`src/rtl/path_replayer.sv`:
```
// Drains the direction stack into a local path buffer, then replays the moves
// first-to-last over a valid/ready stream with the coordinate reached after each move.
//
// state   | meaning
// --------+--------------------------------------------------------------
// IDLE    | waiting for start; final position of the last run is held
// POP     | empty/overflow check, otherwise issue one stack pop
// CAPTURE | popped move lands in the buffer at cnt
// EMIT    | offer buf[rd] with the next position; step on handshake
// DONE    | one-cycle done pulse
module path_replayer #(
    parameter int WIDTH   = 2,
    parameter int DEPTH   = 256,
    parameter int COORD_W = 4,
    parameter int START_X = 0,
    parameter int START_Y = 0
) (
    input  logic               CLK,
    input  logic               RST,
    input  logic               start,
    input  logic               stk_empty,
    input  logic [WIDTH-1:0]   stk_dout,
    output logic               stk_pop,
    output logic               out_valid,
    input  logic               out_ready,
    output logic [WIDTH-1:0]   out_move,
    output logic [COORD_W-1:0] out_x,
    output logic [COORD_W-1:0] out_y,
    output logic               out_last,
    output logic               busy,
    output logic               done,
    output logic               err
);
    localparam int AW = $clog2(DEPTH);
    localparam int CW = AW + 1;

    typedef enum logic [2:0] {
        S_IDLE,
        S_POP,
        S_CAPTURE,
        S_EMIT,
        S_DONE
    } state_t;

    state_t             state_q, state_d;
    logic [CW-1:0]      cnt_q, cnt_d;
    logic [AW-1:0]      rd_q, rd_d;
    logic [COORD_W-1:0] pos_x_q, pos_x_d;
    logic [COORD_W-1:0] pos_y_q, pos_y_d;
    logic               err_q, err_d;
    logic               mem_we;
    logic [CW-1:0]      cnt_m1;
    logic [WIDTH-1:0]   path_mem_q [DEPTH];

    // buffer holds moves in pop order, so index 0 is the last move of the path
    always_ff @(posedge CLK) begin
        if (mem_we) begin
            path_mem_q[cnt_q[AW-1:0]] <= stk_dout;
        end
    end

    assign cnt_m1   = cnt_q - CW'(1);
    assign out_move = (state_q == S_EMIT) ? path_mem_q[rd_q] : '0;
    assign err      = err_q;

    always_comb begin
        out_x = pos_x_q;
        out_y = pos_y_q;
        case (out_move)
            2'b00:   out_x = pos_x_q + COORD_W'(1);
            2'b01:   out_y = pos_y_q - COORD_W'(1);
            2'b10:   out_x = pos_x_q - COORD_W'(1);
            default: out_y = pos_y_q + COORD_W'(1);
        endcase
    end

    always_comb begin
        state_d   = state_q;
        cnt_d     = cnt_q;
        rd_d      = rd_q;
        pos_x_d   = pos_x_q;
        pos_y_d   = pos_y_q;
        err_d     = err_q;
        mem_we    = 1'b0;
        stk_pop   = 1'b0;
        out_valid = 1'b0;
        out_last  = 1'b0;
        done      = 1'b0;
        busy      = (state_q != S_IDLE);
        case (state_q)
            S_IDLE: begin
                if (start) begin
                    cnt_d   = '0;
                    pos_x_d = COORD_W'(START_X);
                    pos_y_d = COORD_W'(START_Y);
                    err_d   = 1'b0;
                    state_d = S_POP;
                end
            end
            S_POP: begin
                if (stk_empty) begin
                    rd_d    = cnt_m1[AW-1:0];
                    state_d = (cnt_q != '0) ? S_EMIT : S_DONE;
                end else if (cnt_q == CW'(DEPTH)) begin
                    err_d   = 1'b1;
                    rd_d    = cnt_m1[AW-1:0];
                    state_d = S_EMIT;
                end else begin
                    stk_pop = 1'b1;
                    state_d = S_CAPTURE;
                end
            end
            S_CAPTURE: begin
                mem_we  = 1'b1;
                cnt_d   = cnt_q + CW'(1);
                state_d = S_POP;
            end
            S_EMIT: begin
                out_valid = 1'b1;
                out_last  = (rd_q == '0);
                if (out_ready) begin
                    pos_x_d = out_x;
                    pos_y_d = out_y;
                    rd_d    = rd_q - AW'(1);
                    if (out_last) begin
                        state_d = S_DONE;
                    end
                end
            end
            S_DONE: begin
                done    = 1'b1;
                state_d = S_IDLE;
            end
            default: state_d = S_IDLE;
        endcase
    end

    always_ff @(posedge CLK) begin
        if (RST) begin
            state_q <= S_IDLE;
            cnt_q   <= '0;
            rd_q    <= '0;
            pos_x_q <= COORD_W'(START_X);
            pos_y_q <= COORD_W'(START_Y);
            err_q   <= 1'b0;
        end else begin
            state_q <= state_d;
            cnt_q   <= cnt_d;
            rd_q    <= rd_d;
            pos_x_q <= pos_x_d;
            pos_y_q <= pos_y_d;
            err_q   <= err_d;
        end
    end

endmodule
```
`config.mk`:
```
export PLATFORM = sky130hd
export DESIGN_NAME = path_replayer
export DESIGN_NICKNAME = d
export VERILOG_FILES = /design/src/rtl/path_replayer.sv
export SDC_FILE = /design/constraint.sdc
export NUM_CORES = 1
export LEC_CHECK = 0
export CAP_MARGIN = 20
export CORE_UTILIZATION = 56
export DETAILED_ROUTE_END_ITERATION = 10
export PLACE_DENSITY = 0.7
export SKIP_CTS_REPAIR_TIMING = 1
export SYNTH_ARGS = -nofsm -noshare
export SYNTH_HDL_FRONTEND = slang
export SYNTH_SLANG_ARGS = --single-unit
```
`constraint.sdc`:
```
create_clock -name CLK -period 5.1 [get_ports CLK]
set_input_delay 0.765 -clock CLK [delete_from_list [all_inputs] [get_ports CLK]]
set_output_delay 0.765 -clock CLK [all_outputs]
set_load 0.1 [all_outputs]
```
# [Word-level counts from Yosys, hierarchy flattened]
# Memories as Yosys holds them, arrays and structs flattened. A register that Yosys moved wholly into a read port is not among the register bits.
# Cells that the tools add are included.
[totals] reg_bits=29 ramBits=512 input_bits=7 out_inout_bits=16 word_cells=78 memories=1
[memory_table] name="path_mem_q" words=256 word_bits=2 rd=1 rd_clocked_by_memory_dff=1 wr=1 line_no="53" rtl="logic [WIDTH-1:0] path_mem_q [DEPTH];"
[op_classes] add_sub_neg=7 eq_ne=13 n_mux=36 reduce_logical=15
[ops] op="8-bit two-way mux" count=5
[ops] op="4-bit one-hot mux with 2 select lines" count=4
[ops] op="9-bit one-hot mux with 2 select lines" count=1
[ops] op="8-bit one-hot mux with 2 select lines" count=1
[ops] op="8-bit by 1-bit subtractor with 8-bit output, second input constant" count=2
[ops] op="3-bit two-way mux" count=5
[ops] op="1-bit two-way mux" count=13
[ops] op="4-bit two-way mux" count=3
[ops] op="3-bit one-hot mux with 4 select lines" count=1
[ops] op="9-bit by 1-bit adder with 9-bit output, second input constant" count=1
[ops] op="9-bit equality test, second input constant" count=1
[ops] op="9-bit two-way mux" count=1
[ops] op="3-bit AND reduction" count=3
[ops] op="9-bit nonzero test" count=1
[ops] op="4-bit by 1-bit adder with 4-bit output, second input constant" count=2
[ops] op="8-bit zero test" count=1
[ops] op="2-bit != test, second input constant" count=4
[ops] op="2-bit nonzero test" count=4
[ops] op="4-bit by 1-bit subtractor with 4-bit output, second input constant" count=2
[ops] op="3-bit by 2-bit equality test with 1-bit output, second input constant" count=2
[ops] op="4-bit AND reduction" count=1
[ops] op="3-bit by 1-bit equality test with 1-bit output, second input constant" count=1
[ops] op="3-bit equality test, second input constant" count=1
[ops] op="3-bit zero test" count=1
[ops] op="other kinds (10)" count=10

# [Depth between registers and ports, before layout]
[logic_depth] word_depth=7 depth_mapped=21 ltp_nobuf=16

# [Worst setup path after synthesis]
# No wires, ideal clock.
[synth_timing] kind="register to output" from="reg (tool-made name)" to="out out_x[3]" t_arrival_ps=7964 required_time_ps=4335 slack_ps=-3629 path_stages_with_launch=18 path_buffers=3 path_cell_list="dfxtp_1 buf_6 buf_4 nor2b_1 clkbuf_1 a22oi_1 nand4_1 a211o_1 a31oi_1 nor4b_1 nand2_1 inv_1 ha_1 a21o_1 a21oi_1 xnor2_1 nand2_1 xnor2_1"
[synth_rtl] item="end, declared" line_no="27" rtl="output logic [COORD_W-1:0] out_x,"

==> summary.txt <==
Outcome
  – Status: finished, violations left
  – Violations in the final reports: setup timing

Worst hold path
  – Worst hold path class: reg -> reg

Critical path
  – Crit path max-delay cell type: mux4_2
  – CP Data Arrival Time: roughly 4.5 ns
  – Crit path kind: reg -> out
  – Top cell family by delay on the critical path: compound AO/OA/AOI/OAI gates
  – CP Max Fanout: 7
  – Crit path buf inv count: 6
  – Critical path cell sequence: buf_12, buf_6, mux4_2, a32o_2, a2111oi_4, nand4_1, o21ai_1, a211oi_2, nand2_2, inv_2, nand2_2, inv_2, buf_6, ha_4, a21oi_2, xor2_1, nor2_2, xor2_4, buf_12
  – CP endpoint kind: primary output
  – CP peak stage delay: a little over 0.5 ns
  – CP Data Required Time: approximately 4.3 ns
  – Startpoint Class: flip-flop

Place
  – Dpl hpwl: between 30000 and 40000 µm
  – Placed cell areas: 24400 µm²
  – Port Buf Inserts: 22
  – GPL Wtd Cong: roughly 0.86

Power
  – Sw Ratio: 0.235
  – Worst vdd ir: roughly 0.00030 V
  – Reg power frac: 0.486
  – Leakage: about 8.3 nW
  – NetSw: approximately 2.4 mW
  – Internal Power: between 7 and 8 mW
  – Logic pwr share: 0.123
  – PwrDens: between 300 and 400 nW/µm²
  – Clock group share of total power: 0.391

Timing
  – Post-Route Hold Slack: 0.531 ns
  – Fin crit share: 1.02
  – Max Freq: between 150 and 200 MHz
  – Final Max Slew Viols: 0
  – Post-route setup slack: -0.127 ns
  – Min cycle time layout: approximately 5.2 ns
  – Worst slew pin tran: between 1 and 1.5 ns
  – Rel. slew slack: 0.189
  – Final setup skew: 0.0290 ns
  – RSZ-0062 raised after global routing: yes
  – Final Setup Violations: 2
  – Fin. Hold Viols: 0

Die
  – DIE AREA: 42200 µm²
  – Die X: 206 µm
  – Die Y: slightly above 200 µm
  – Cell Rows: 74
  – Core area: approximately 41000 µm²
  – Starting Density: 0.568
  – # IOs: 23

Route
  – Final wirelength: around 57000 µm
  – DR iter-0 viols: about 1600
  – Drt via density: ~6.5
  – Via total after detailed routing: 13966
  – Remaining DRCs: 0
  – Router iterations before antenna repair: 6
  – WL/cell: ~26 µm
  – Antenna Nets Post-Route: 0

Synthesis
  – Cells after synthesis: approximately 1500
  – Largest family of logic cells by synthesized area: multiplexers
  – FF+latch count, synth: approximately 550
  – Cell with the most instances after synthesis: edfxtp_1
  – Synth Area in Simple Gates: 0.0932
  – Post-synthesis mux area share: 0.132
  – Top cell type's share of synthesized area: 0.663
  – Post-synth EDFFs: between 500 and 600
  – Most frequent cells after synthesis: edfxtp_1 (512), nor2_1 (306), mux4_2 (111)
  – Area contributors post-synth: edfxtp_1 (66%), mux4_2 (11%), nor2_1 (5.0%)
  – Mapped Nets: approximately 1500
  – Synth Area in Compound Gates: 0.0446
  – Post-synthesis cell type count: 70
  – Async SR Flop Fraction: 0
  – Post-Synth XOR/XNOR Area: 0.00453
  – Ys Warns: 0
  – Post-Syn Area per Cell: about 15 µm²
  – Main synth FF type: edfxtp_1
  – Post-synthesis instance area: ~23000 µm²
  – Register area share after synthesis: 0.695
  – Adder-cell area share of the yosys netlist: 0.00658
  – Dominant cell type by area after synthesis: edfxtp_1

CTS
  – Clock Path Buffers: 3
  – CTS Buf Count: 55
  – Clock Latency Late Sink: slightly above 0.6 ns
  – H-tree Lvls: 2
  – CTS tree: built
  – Clock transition at path regs: approximately 0.06 ns
  – Clk root buf: clkbuf_16
  – CTS sink cnt: 549

Final layout
  – Ant. Diodes: 0
  – Final instance area: around 27000 µm²
  – Share of cells above drive strength 1: 0.219
  – Fill cells: 2839
  – FF+latch area: about 16000 µm²
  – Area occupied by multi-input gates: 6790 µm²
  – Final core utilization: 0.656
  – Area growth syn-to-layout: 15.4%
  – Fin nets: ~1600

Run
  – Max_cap viols: 0

GRT
  – Initial antenna violation count: 0
  – Vias in the first global route: ~14000
  – First-pass GRT wire length: 83500 µm
  – Largest net degree at the start of global routing: 136
  – Total Routing Usage GR: 0.271
  – Grt ovf: 0
[registers in the layout, indices dropped and copies added, names as in the netlist, named ones only]
| signal | flops |
|---|---|
| pos_x_q | 4 |
| err | 1 |
| path_mem_q | 512 |
| pos_y_q | 4 |
| cnt_q | 9 |
| rd_q | 8 |
| state_q | 3 |
[worst register-to-register path, stage by stage, from the launching register on]
cell and delay, ns:
dfxtp_4 0.40, buf_12 0.14, buf_6 0.09, mux4_2 0.51, a32o_2 0.29, a2111oi_4 0.37
nand4_1 0.21, o21ai_1 0.20, a211oi_2 0.09, nand2_2 0.16, nand2_2 0.11, inv_2 0.08
ha_1 0.22, a21o_1 0.19, a21oi_2 0.15, buf_4 0.13, xnor2_1 0.06, or4_1 0.39
a31oi_1 0.14
[routing by layer]
metal / wire [µm] / global-route usage / up-vias
met5: 0 / 0 / -
met3: 5440 / 0.0564 / 104
met1: 22800 / 0.381 / 7109
li1: - / - / 5957
met2: 27100 / 0.424 / 796
met4: 1460 / 0.0944 / 0
[logic make-up after synthesis]
family / count (synthesis)
fa+ha+maj: 11
buf+inv: 125
mux: 167
simple gates: 502
compound gates: 147
xor+xnor: 12
flops: 549
[power by group through the flow]
stage / Clock [mW] / Combinational, mW / Sequential [mW]
6_report: 4.02 / 1.27 / 5.00
5_1_grt: 4.21 / 1.33 / 5.00
4_1_cts: 4.05 / 1.12 / 5.00
3_5_place_dp: 0 / 1.11 / 5.10
3_3_place_gp: 0 / 1.09 / 5.10
2_1_floorplan: 0 / 0.735 / 5.06
[stage by stage]
| stage | total power [mW] | instances | setup TNS (ns) | setup WS (ns) |
|---|---|---|---|---|
| finish | 10.3 | 2160 | -0.213 | -0.127 |
| global route | 10.5 | 2160 | -0.587 | -0.283 |
| CTS | 10.2 | 2124 | -1.67 | -0.554 |
| detailed placement | 6.21 | 2025 | 0 | 0.114 |
| global placement | 6.19 | 2023 | 0 | 0.177 |
| floorplan | 5.79 | 1513 | -0.286 | -0.286 |
[area by class of cell]
class                      count  share of cell area
clock inverter                30              0.0119
sequential                   549               0.602
tap                          532              0.0249
timing repair buffer         119              0.0502
multi-input combinational    839               0.254
clock buffer                  69              0.0541
inverter                      22             0.00308
[path summary, 6_finish.rpt]
kind / start / endpoint / slack, ns / cells past startpoint
min reg2reg: err / err / 0.53 / 2
min: err / err / 0.53 / 2
max reg2reg: flip-flop / pos_x_q[3] / 1.11 / 18
max: flip-flop / out_y[3] / -0.13 / 19
[cells in the final DEF (no fill, tap or decap), drive strengths merged, types with 4 or more instances in the layout]
| cell type | Yosys | final |
|---|---|---|
| a211oi | 4 | 4 |
| a21oi | 22 | 22 |
| a221oi | 6 | 6 |
| a22o | 5 | 5 |
| a22oi | 31 | 31 |
| a31oi | 8 | 8 |
| and2 | 5 | 5 |
| buf | 36 | 105 |
| bufinv | 0 | 7 |
| clkbuf | 67 | 73 |
| clkdlybuf4s50 | 0 | 10 |
| clkinv | 0 | 22 |
| dfxtp | 37 | 37 |
| edfxtp | 512 | 512 |
| ha | 9 | 9 |
| inv | 22 | 23 |
| mux2 | 5 | 5 |
| mux2i | 51 | 51 |
| mux4 | 111 | 111 |
| nand2 | 67 | 67 |
| nand2b | 8 | 8 |
| nand3 | 35 | 35 |
| nand4 | 8 | 8 |
| nor2 | 306 | 306 |
| nor2b | 20 | 20 |
| nor3 | 19 | 19 |
| nor4 | 10 | 10 |
| o211ai | 9 | 9 |
| o21ai | 24 | 24 |
| o22ai | 7 | 7 |
| or2 | 4 | 4 |
| or3 | 5 | 5 |
| xnor2 | 7 | 7 |
| xor2 | 5 | 5 |
(Power assumes the default switching activity.)
